### config.mk
export PLATFORM = sky130hd
export DESIGN_NAME = if_id_buffer
export DESIGN_NICKNAME = d
export VERILOG_FILES = /design/src/rtl/all_pkgs.sv /design/src/rtl/ifid_entry_reg.sv /design/src/rtl/if_id_buffer.sv
export SDC_FILE = /design/constraint.sdc
export NUM_CORES = 1
export LEC_CHECK = 0
export CORE_MARGIN = 2
export CORE_UTILIZATION = 52
export DETAILED_ROUTE_END_ITERATION = 10
export HOLD_SLACK_MARGIN = 0.15
export PLACE_DENSITY = 0.81
export SETUP_SLACK_MARGIN = 0.2
export SLEW_MARGIN = 20
export SYNTH_ARGS = -nofsm -noshare
export SYNTH_HDL_FRONTEND = slang
export SYNTH_HIERARCHICAL = 1
export SYNTH_SLANG_ARGS = --single-unit
### constraint.sdc
create_clock -name clk -period 2.4 [get_ports clk]
set_input_delay 0.48 -clock clk [delete_from_list [all_inputs] [get_ports clk]]
set_output_delay 0.48 -clock clk [all_outputs]
set_load 0.05 [all_outputs]
### src/rtl/all_pkgs.sv
`default_nettype none
// ============================================================================
// Package     : all_pkgs
// Description : Shared constants and types for the IF/ID pipeline buffer.
//               WIDTH      - default PC / instruction width
//               NOP_INSTR  - instruction shown to decode when nothing is held
//               ifid_state_e - occupancy state of the 2-entry buffer
// Revision    : 1.0 - initial release
// ============================================================================
package all_pkgs;

  localparam int          WIDTH     = 32;
  // addi x0, x0, 0 -- canonical RISC-V NOP
  localparam logic [31:0] NOP_INSTR = 32'h0000_0013;

  // Explicit 2-bit encoding; the value equals the number of held entries,
  // which lets occupancy be read straight off the state.
  typedef enum logic [1:0] {
    ST_EMPTY = 2'd0,
    ST_ONE   = 2'd1,
    ST_FULL  = 2'd2
  } ifid_state_e;

  // Entry count for a given state. The unused encoding reads as empty.
  function automatic logic [1:0] state_occupancy(input ifid_state_e s);
    logic [1:0] occ;
    case (s)
      ST_ONE:  occ = 2'd1;
      ST_FULL: occ = 2'd2;
      default: occ = 2'd0;
    endcase
    return occ;
  endfunction

endpackage : all_pkgs
`default_nettype wire

### src/rtl/ifid_entry_reg.sv
`default_nettype none
// ============================================================================
// Module      : ifid_entry_reg
// Description : One {pc, instr} storage slot of the IF/ID buffer. Loads on
//               load_i, otherwise holds; cleared asynchronously to zero.
// Ports       : clk_i    - clock, rising edge
//               rst_ni   - asynchronous active-low clear
//               load_i   - capture pc_i / instr_i on this edge
//               pc_i     - PC to store
//               instr_i  - instruction word to store
//               pc_o     - stored PC
//               instr_o  - stored instruction word
// Revision    : 1.0 - initial release
// ============================================================================
module ifid_entry_reg #(
  parameter int WIDTH = all_pkgs::WIDTH
) (
  input  logic             clk_i,
  input  logic             rst_ni,
  input  logic             load_i,
  input  logic [WIDTH-1:0] pc_i,
  input  logic [WIDTH-1:0] instr_i,
  output logic [WIDTH-1:0] pc_o,
  output logic [WIDTH-1:0] instr_o
);

  logic [WIDTH-1:0] pc_q;
  logic [WIDTH-1:0] instr_q;

  // Data only moves on load_i, so an X on the fetch bus while nothing is
  // pushed never reaches the stored entry.
  always_ff @(posedge clk_i or negedge rst_ni) begin
    if (!rst_ni) begin
      pc_q    <= '0;
      instr_q <= '0;
    end else if (load_i) begin
      pc_q    <= pc_i;
      instr_q <= instr_i;
    end
  end

  assign pc_o    = pc_q;
  assign instr_o = instr_q;

endmodule : ifid_entry_reg
`default_nettype wire

### src/rtl/if_id_buffer.sv
`default_nettype none
// ============================================================================
// Module      : if_id_buffer
// Description : 2-entry in-order skid FIFO between fetch and decode. Both
//               handshake outputs come from registered state only, so there
//               is no combinational path from decode back to fetch.
//               if_ready is inverted by the fetch stage to form its stall.
// Ports       : clk        - clock, rising edge
//               rst        - asynchronous active-low reset
//               flush      - discard all buffered entries
//               if_valid   - fetch presents a valid pc/instr pair
//               if_pc      - fetched PC
//               if_instr   - fetched instruction word
//               if_ready   - buffer accepts a push this cycle
//               id_valid   - head entry presented to decode
//               id_pc      - head PC (0 when empty)
//               id_instr   - head instruction (NOP_INSTR when empty)
//               id_ready   - decode consumes the head this cycle
//               occupancy  - number of held entries, 0..2
//               bubble_cnt - saturating count of decode-starved cycles
// Revision    : 1.0 - initial release
// ============================================================================
module if_id_buffer
  import all_pkgs::ifid_state_e;
  import all_pkgs::ST_EMPTY;
  import all_pkgs::ST_ONE;
  import all_pkgs::ST_FULL;
  import all_pkgs::state_occupancy;
#(
  parameter int WIDTH = all_pkgs::WIDTH,
  parameter int CNT_W = 16
) (
  input  logic             clk,
  input  logic             rst,
  input  logic             flush,
  input  logic             if_valid,
  input  logic [WIDTH-1:0] if_pc,
  input  logic [WIDTH-1:0] if_instr,
  output logic             if_ready,
  output logic             id_valid,
  output logic [WIDTH-1:0] id_pc,
  output logic [WIDTH-1:0] id_instr,
  input  logic             id_ready,
  output logic [1:0]       occupancy,
  output logic [CNT_W-1:0] bubble_cnt
);

  localparam logic [WIDTH-1:0] NOP_W = WIDTH'(all_pkgs::NOP_INSTR);

  ifid_state_e      state_q;
  ifid_state_e      state_d;

  logic             push;
  logic             pop;

  logic             head_load;
  logic             head_from_tail;
  logic             tail_load;

  logic [WIDTH-1:0] head_pc_d;
  logic [WIDTH-1:0] head_instr_d;
  logic [WIDTH-1:0] head_pc_q;
  logic [WIDTH-1:0] head_instr_q;
  logic [WIDTH-1:0] tail_pc_q;
  logic [WIDTH-1:0] tail_instr_q;

  logic [CNT_W-1:0] bubble_q;
  logic [CNT_W-1:0] bubble_d;

  // --------------------------------------------------------------------------
  // Handshake: purely a function of the registered state
  // --------------------------------------------------------------------------
  assign if_ready = (state_q != ST_FULL);
  assign id_valid = (state_q != ST_EMPTY);

  assign push = if_valid && if_ready;
  assign pop  = id_valid && id_ready;

  // --------------------------------------------------------------------------
  // Next-state and storage-control logic
  // --------------------------------------------------------------------------
  always_comb begin
    state_d        = state_q;
    head_load      = 1'b0;
    head_from_tail = 1'b0;
    tail_load      = 1'b0;

    if (flush) begin
      // Flush wins over any same-cycle push or pop; stale storage is left
      // in place and is masked at the outputs while EMPTY.
      state_d = ST_EMPTY;
    end else begin
      case (state_q)
        ST_EMPTY: begin
          if (push) begin
            head_load = 1'b1;
            state_d   = ST_ONE;
          end
        end

        ST_ONE: begin
          case ({push, pop})
            2'b10: begin
              tail_load = 1'b1;
              state_d   = ST_FULL;
            end
            2'b01: begin
              state_d = ST_EMPTY;
            end
            2'b11: begin
              // Head is consumed this edge, so the incoming entry goes
              // straight into the head slot and occupancy stays at one.
              head_load = 1'b1;
              state_d   = ST_ONE;
            end
            default: begin
              state_d = ST_ONE;
            end
          endcase
        end

        ST_FULL: begin
          // if_ready is low here, so no push can be in flight.
          if (pop) begin
            head_load      = 1'b1;
            head_from_tail = 1'b1;
            state_d        = ST_ONE;
          end
        end

        default: begin
          state_d = ST_EMPTY;
        end
      endcase
    end
  end

  assign head_pc_d    = head_from_tail ? tail_pc_q    : if_pc;
  assign head_instr_d = head_from_tail ? tail_instr_q : if_instr;

  always_ff @(posedge clk or negedge rst) begin
    if (!rst) begin
      state_q <= ST_EMPTY;
    end else begin
      state_q <= state_d;
    end
  end

  // --------------------------------------------------------------------------
  // Entry storage
  // --------------------------------------------------------------------------
  ifid_entry_reg #(
    .WIDTH (WIDTH)
  ) u_head (
    .clk_i   (clk),
    .rst_ni  (rst),
    .load_i  (head_load),
    .pc_i    (head_pc_d),
    .instr_i (head_instr_d),
    .pc_o    (head_pc_q),
    .instr_o (head_instr_q)
  );

  ifid_entry_reg #(
    .WIDTH (WIDTH)
  ) u_tail (
    .clk_i   (clk),
    .rst_ni  (rst),
    .load_i  (tail_load),
    .pc_i    (if_pc),
    .instr_i (if_instr),
    .pc_o    (tail_pc_q),
    .instr_o (tail_instr_q)
  );

  // --------------------------------------------------------------------------
  // Decode-side outputs: head storage, masked to a NOP while empty
  // --------------------------------------------------------------------------
  assign id_pc     = (state_q == ST_EMPTY) ? '0    : head_pc_q;
  assign id_instr  = (state_q == ST_EMPTY) ? NOP_W : head_instr_q;
  assign occupancy = state_occupancy(state_q);

  // --------------------------------------------------------------------------
  // Bubble counter: decode was ready but had nothing to take
  // --------------------------------------------------------------------------
  always_comb begin
    bubble_d = bubble_q;
    if (!flush && id_ready && !id_valid && (bubble_q != '1)) begin
      bubble_d = bubble_q + CNT_W'(1);
    end
  end

  always_ff @(posedge clk or negedge rst) begin
    if (!rst) begin
      bubble_q <= '0;
    end else begin
      bubble_q <= bubble_d;
    end
  end

  assign bubble_cnt = bubble_q;

endmodule : if_id_buffer
`default_nettype wire
# After elaboration in Yosys (flattened, before gate mapping)

Index checks and enable logic that the tools add are counted.
Widths: inputs -> output; s select.

Register bits: 146
Word-level logic and storage cells: 46
Latch bits: 0
ROM bits: 0
Memory bits (writable): 0
Memories: 0
Output and inout port bits: 84

Add/sub/neg operators: 1
Multipliers: 0
Reductions and logical operators: 10
Bitwise logic cells: 0
Muxes and demuxes: 20
Shift-type cells: 0
Eq/ne operators: 9
Div/mod/pow operators: 0
Order comparisons: 0

Operator list:

| kind                  | count |
|---|---|
| $mux 32               | 4 |
| $add 16x1->16 const B | 1 |
| $ne 16x16->1 const B  | 1 |
| $mux 1                | 9 |
| $pmux 2 s2            | 2 |
| $eq 2x2->1 const B    | 3 |
| $mux 2                | 3 |
| $ne 3x3->1 const B    | 2 |
| $pmux 2 s3            | 1 |
| $logic_and 1x1->1     | 5 |
| $eq 2x1->1 const B    | 2 |
| $pmux 1 s3            | 1 |
| $logic_not 1->1       | 2 |
| $logic_not 2->1       | 1 |
| $ne 2x2->1 const B    | 1 |
| $reduce_and 2->1      | 1 |
| $reduce_bool 2->1     | 1 |

# Depth between registers and ports, before layout

Gate-level depths: netlist of run 1.

Depth after elaboration: 6
Depth in mapped cells: 6
Depth with buffers taken out: 5

# Cells and area by module

The synthesis of run 1 kept the hierarchy.

By module, submodules not included:

| module         | cells each | area each (µm²) | seq. area each (µm²) | instances |
|---|---|---|---|---|
| ifid_entry_reg | 135        | 2678.8          | 1601.5               | 2 |
| if_id_buffer   | 233        | 2132.0          | 450.4                | 1 |

# Worst setup path before layout of run 1

No wires, ideal clock.

Kind: register to register
From: reg state_q[0]
To: reg u_head.instr_q[0] (netlist: u_head/instr_o[0])
Path slack: 0.140 ns
Arrival: 2.135 ns
Library setup time: 0.125 ns
Required time: 2.275 ns
Cell stages (with the launch flop): 7
Cells stage by stage: dfrtp_1 > nand2b_1 > nor3b_1 > buf_2 > buf_2 > mux2_2 > mux2_2

Word-level cells in the longest chain between the ends: 6
Elaborated cells on any way between the ends: 16

RTL lines:

| what                   | line                 | RTL |
|---|---|---|
| start, declared        | if_id_buffer.sv:50   | `ifid_state_e state_q;` |
| start signal, assigned | if_id_buffer.sv:145  | `state_q <= state_d;` |
| $ne 2x2->1 *           | if_id_buffer.sv:73   | `assign if_ready = (state_q != ST_FULL);` |
| named net if_ready     | if_id_buffer.sv:39   | `output logic if_ready,` |
| $logic_and 1x1->1 *    | if_id_buffer.sv:76   | `assign push = if_valid && if_ready;` |
| $eq 2x2->1             | if_id_buffer.sv:102  | `case ({push, pop})` |
| $mux 1                 | if_id_buffer.sv:102  |  |
| $pmux 1 s3 *           | if_id_buffer.sv:93   | `case (state_q)` |
| $mux 1 *               | if_id_buffer.sv:88   | `if (flush) begin` |
| end signal, assigned   | ifid_entry_reg.sv:38 | `instr_q <= instr_i;` |
| end, declared          | ifid_entry_reg.sv:28 | `logic [WIDTH-1:0] instr_q;` |

The timed path passes the listed nets; every way through them passes the cells marked *.
A chain may end at the register's enable or synchronous reset.

# Final worst setup path of run 1

From: reg state_q[1]
To: out id_pc[17]

Word-level cells in the longest chain between the ends: 2

RTL lines:

| what            | line                | RTL |
|---|---|---|
| $logic_not 2->1 | if_id_buffer.sv:179 | `assign id_pc = (state_q == ST_EMPTY) ? '0 : head_pc_q;` |
| $mux 32         | if_id_buffer.sv:179 |  |
| end, declared   | if_id_buffer.sv:41  | `output logic [WIDTH-1:0] id_pc,` |

Every way passes these cells.

==> results of run 1 <==
## registers in the layout, indices dropped and copies added (netlist names)
name and cells:
u_tail/instr_o 32, u_head/pc_o 32, bubble_cnt 16, u_tail/pc_o 32, state_q 2, u_head/instr_o 32
## what timing repair did
action | CTS | global route
setup endpoints to repair | 68 | 117
resized for setup | 10 | 13
gates cloned | 1 | 1
hold endpoints to repair | 17 | 0
pin swaps | 0 | 1
hold buffers | 1 | 0
buffers inserted | 2 | 0
## critical path, delay by kind of cell, from the launching register on
| kind | cells | cell delay, ps |
|---|---|---|
| simple gates | 2 | 510 |
| flops | 1 | 420 |
| buf+inv | 2 | 340 |
## through the flow
step	utilization [%]	std cells	hold slack, ps	total power [mW]
3_3_place_gp	70.4	829	326	6.08
4_1_cts	75.5	865	470	9.13
2_1_floorplan	-	503	184	5.06
3_5_place_dp	70.4	829	332	6.19
5_1_grt	76.0	866	483	9.43
6_report	76.0	866	483	9.09
## metal layers
layer | share of wire (%) | global-route usage (%) | routed length [um] | vias up
li1 | - | - | - | 2106
met1 | 44 | 31.0 | 7600 | 2401
met2 | 50 | 40.3 | 8700 | 135
met3 | 4.1 | 5.08 | 711 | 23
met4 | 1.7 | 7.02 | 297 | 0
met5 | 0 | 0 | 0 | -
## power groups by stage
stage / sequential [mW] / combinational (mW) / clock (mW)
global placement: 3.41 / 2.67 / 0
floorplan: 3.51 / 1.55 / 0
global route: 3.51 / 2.90 / 3.02
CTS: 3.44 / 2.79 / 2.90
detailed placement: 3.45 / 2.74 / 0
finish: 3.44 / 2.77 / 2.87
## logic make-up (layout without fill, tap and decap cells)
| kind of cell | Yosys count | count (layout) |
|---|---|---|
| multiplexers | 193 | 193 |
| XOR/XNOR | 14 | 14 |
| AO/OA/AOI/OAI | 8 | 8 |
| flip-flops | 146 | 146 |
| adder cells (fa/ha/maj) | 1 | 1 |
| buffers and inverters | 30 | 213 |
| AND/OR/NAND/NOR | 111 | 111 |
## final cells by class
type | count | area, um2
clock inverter | 9 | 150
sequential | 146 | 3660
tap | 180 | 225
inverter | 2 | 7.51
clock buffer | 23 | 498
multi-input combinational | 327 | 3540
timing repair buffer | 179 | 2550
fill | 863 | 3360
## worst max path at each step
stage	start	endpoint	slack, ps	depth (start not counted)
after floorplan	state_q[1]	id_instr[22]	190	3
after global placement	if_valid	u_head/instr_o[31]	70	6
after detailed placement	id_ready	u_head/instr_o[5]	-3	5
after CTS	state_q[0]	u_head/instr_o[5]	180	6
after global routing	state_q[1]	id_pc[31]	170	4
final	state_q[1]	id_pc[17]	230	4
## cell usage after synthesis (all sizes together)
cell type and instances:
nand2b 6, nand4 7, nor3 5, clkbuf 7, nor2 3, inv 2
xor2 9, or2 2, ha 1, o22a 1, nor2b 2, nand3 4
dfrtp 146, a21o 1, or4 1, and2 62, xnor2 5, buf 21
mux2 193, o21ai 3, nor4 6, nor4b 2, o21a 1, nand2 6
nand3b 1, nor3b 2, a21oi 2, and3 1, or3b 1
==> impl_metrics.ini, run 1 <==
[finish]
area_growth_pct = 41.9
drive_above_1_share_pct = 48.3
nets = 743
fin_area_um2 = 10600
final_common_cell = dfrtp_1
diodes = 0
final_cell_mix = dfrtp_1 (144), mux2_4 (120), clkdlybuf4s50_1 (75)

[power_and_ir_drop]
p_leak_nw = 4.75
vdd_drop_max_v = 0.000951
p_sw_share_pct = 29.0
p_seq_share_pct = 37.9
clkPwrFrac_pct = 31.6
cellPowerDensity_nw_per_um2 = 855
power.switching_mw = 2.63
power_frac_comb_pct = 30.5
intPower_mw = 6.45

[outcome]
status = completed

[synth]
synth_cells = 503
mappedNetlistArea_um2 = 7490
yosysTopAreaCell = dfrtp_1
synth.area.top_cells = dfrtp_1 (49%), mux2_4 (24%), mux2_2 (11%)
synth_seq_cells = 146
synth_nets = 573
yosysTopAreaCellShare_pct = 48.8
synth-compound-area-share_pct = 0.652
synth.area.mux_share_pct = 35.0
synth-adder-area-share_pct = 0.167
ys_seq_area_share_pct = 48.8
synth-simple-area-share_pct = 9.31
synthXorXnorAreaFrac_pct = 1.64
synth.avg_cell_area_um2 = 14.9
synth_top_family_by_area = multiplexers
synth_warnings = 6
ys_types = 35

[placed_design]
place_congestion = 0.816
numPortBuffers = 152
pre_cts_slack_ps = -3.12
placed_area_um2 = 9850
dpl.hpwl_um = 11400

[critical_path]
end_kind = primary output
crit-reg2reg-launch = state_q[0]
start_kind = register
cp.arrival_ps = 1690
rrSetupSlack_ps = 260
path_common_cell = buf_12
reg2regPathDepth = 7
slowest_delay_ps = 420
required_ps = 1920
critPathKind = reg -> out
reg2reg_to = u_head/pc_o[5]
critPathSlowestCell = dfrtp_2
path_cells = or2_4, buf_12, and2_1, buf_12
critPathMaxFanout = 33

[sta]
rsz0062_at_grt = yes
setup_viol = 0
relSlewSlack_pct = 64.6
final.setup.tns_ps = 0
hold_viol = 0
fmax_mhz = 460
drv_slew = 0
period_share_pct = 90.5
worst_slew_pin_slew_ps = 530
period_needed_ps = 2170
clock_skew_ps = 5.14
worst_slack_ps = 228

[clock_tree]
clkLatencyLatePin_ps = 410
cts_buffers = 17
cts_tree = built
cts_buffer_depth = 2
path_clk_slew_ps = 60
root_buffer = clkbuf_16
cts_sinks = 146
htree_num_levels = 4

[global_route]
grt_pass1_wl_um = 27700
antenna_found_initial = 0
grt_pass1_vias = 5207
grt_max_degree = 62
overflow = 0
grt.total_usage_pct = 23.8

[route]
post_drt_wl_per_cell_um = 20.0
vias = 4665
dr.pass1.iters = 4
drt-initial-drc-count = 289
vias_per_cell = 5.39
drc_errors = 0
ant_nets = 0
wl_um = 17300

[die]
die_w_um = 124
pin_count = 153
initial_core_util_pct = 53.5
rows = 43
coreArea_um2 = 14000
die_area_um2 = 15400
die_h_um = 124

[run]
drv_cap = 0

[min_path]
min_path_type = in -> async
Power figures use the tool's default switching activity.
==> run 2: changes to the inputs <==
==> constraint.sdc (replaced) <==
create_clock -name clk -period 2.45 [get_ports clk]
set_input_delay 0.49 -clock clk [delete_from_list [all_inputs] [get_ports clk]]
set_output_delay 0.49 -clock clk [all_outputs]
set_load 0.05 [all_outputs]
==> run 2 against run 1 <==
  * Hold slack better by 20 ps
  * Setup slack improved by 27 ps
  * Sequential cell count is the same
  * Final cell count stayed put
  * Wire length decreased by 3.2%
  * Final area decreased by 0.39%
  * Die area unchanged
  * Critical endpoint is now id_pc[10]
==> impl_metrics.ini, run 2 (synthesis gave the netlist of run 1 again) <==
[clock_tree]
path_clk_slew_ps = 60
cts_buffers = 17
cts_buffer_depth = 2
clkLatencyLatePin_ps = 420
cts_tree = built
cts_sinks = 146
root_buffer = clkbuf_16
htree_num_levels = 4

[global_route]
overflow = 0
grt_max_degree = 56
antenna_found_initial = 0
grt.total_usage_pct = 23.5
grt_pass1_vias = 5182
grt_pass1_wl_um = 27300

[placed_design]
place_congestion = 0.823
dpl.hpwl_um = 11200
numPortBuffers = 152
dp_cells = 829

[critical_path]
reg2regPathDepth = 6
cp-startpoint = state_q[1]
crit-reg2reg-launch = state_q[1]
critPathKind = reg -> out
required_ps = 1960
reg2reg_to = u_head/instr_o[20]
rrSetupSlack_ps = 420
end_kind = primary output
critPathMaxFanout = 44
start_kind = register
cp.arrival_ps = 1710

[route]
wl_um = 16800
dr.pass1.iters = 4
vias_per_cell = 5.35
vias = 4635
wl_met2_um = 8450
top_layer_used = met4
drt-met1-wl_um = 7310
drc_errors = 0
wl_met3_um = 749
ant_nets = 0
post_drt_wl_per_cell_um = 19.4
drt-initial-drc-count = 267

[sta]
worst_slew_pin_slew_ps = 539
period_needed_ps = 2200
hold_viol = 0
setup_viol = 0
rsz0062_at_grt = no
clock_skew_ps = 4.66
fmax_mhz = 456
relSlewSlack_pct = 63.7
final.setup.tns_ps = 0
period_share_pct = 89.6
drv_slew = 0

[die]
pin_count = 153
die_h_um = 124
die_w_um = 124
coreArea_um2 = 14000
initial_core_util_pct = 53.5
rows = 43
die_area_um2 = 15400

[finish]
fill_cells = 861
drive_above_1_share_pct = 48.5
final_common_cell = dfrtp_1
final_util_pct = 75.7
multiInputGateArea_um2 = 3540
final_cell_mix = dfrtp_1 (144), mux2_4 (120), clkdlybuf4s50_1 (82)
diodes = 0
regArea_um2 = 3660
nets = 743
final_cells = 866
area_growth_pct = 41.4

[outcome]
status = completed

[power_and_ir_drop]
cellPowerDensity_nw_per_um2 = 830
vdd_drop_max_v = 0.000793
p_total_mw = 8.79
p_leak_nw = 4.65

[min_path]
hold_depth = 1
hp-start = u_head/instr_o[7]
min_to = u_head/instr_o[7]
min_path_type = reg -> reg

[run]
drv_cap = 0
==> run 2: cell count changes in the layout (fill, tap and decap cells not counted), moves of 2 or more <==
cell             delta
clkinvlp_4          -2
and2_1              -2
clkinv_2            +3
dlymetal6s2s_1      -6
and2_4              +2
clkdlybuf4s50_1     +7
buf_12              +3
==> run 2: worst max path at each step <==
stage                                    end  slack [ps]  cells after the start
final                              id_pc[10]         250                      4
after global routing               id_pc[10]         200                      4
after floorplan                 id_instr[22]         230                      3
after global placement     u_head/instr_o[9]         100                      5
after CTS                       occupancy[1]         210                      3
after detailed placement  u_head/instr_o[20]          50                      5
==> run 2: final cells by class <==
| cell class | instances | share of cell area [%] |
|---|---|---|
| clock buffer | 22 | 4.67 |
| clock inverter | 10 | 1.22 |
| inverter | 2 | 0.0709 |
| multi-input combinational | 327 | 33.5 |
| sequential | 146 | 34.5 |
| tap | 180 | 2.13 |
| timing repair buffer | 179 | 23.9 |
==> run 2: where the power goes <==
part	switching (mW)	internal (mW)
clock	0.980	1.73
sequential	0.378	2.99
combinational	1.21	1.51
==> run 2: timing repair <==
| item | CTS | global route |
|---|---|---|
| resized for setup | 10 | 7 |
| hold buffers | 1 | 0 |
| endpoints found under the setup margin | 68 | 7 |
| buffers inserted | 2 | 2 |
| hold endpoints to repair | 53 | 0 |
==> run 2: routing by layer <==
layer / GRT usage (%) / up-vias
met5: 0 / -
met4: 8.08 / 0
met3: 4.62 / 20
met2: 39.6 / 129
met1: 30.4 / 2381
li1: - / 2105
==> run 2: worst max-delay path: stages (launching register included) <==
cell     delay, ps
dfrtp_2        440
or2_4          290
buf_12         190
and2_1         210
buf_12         160
==> run 2: through the flow <==
step / setup WS, ps / cell area (um2) / hold slack, ps
4_1_cts: 206 / 10600 / 502
3_5_place_dp: 51.2 / 9890 / 482
6_report: 255 / 10600 / 503
5_1_grt: 203 / 10600 / 516
2_1_floorplan: 227 / 7490 / 194
3_3_place_gp: 104 / 9890 / 482
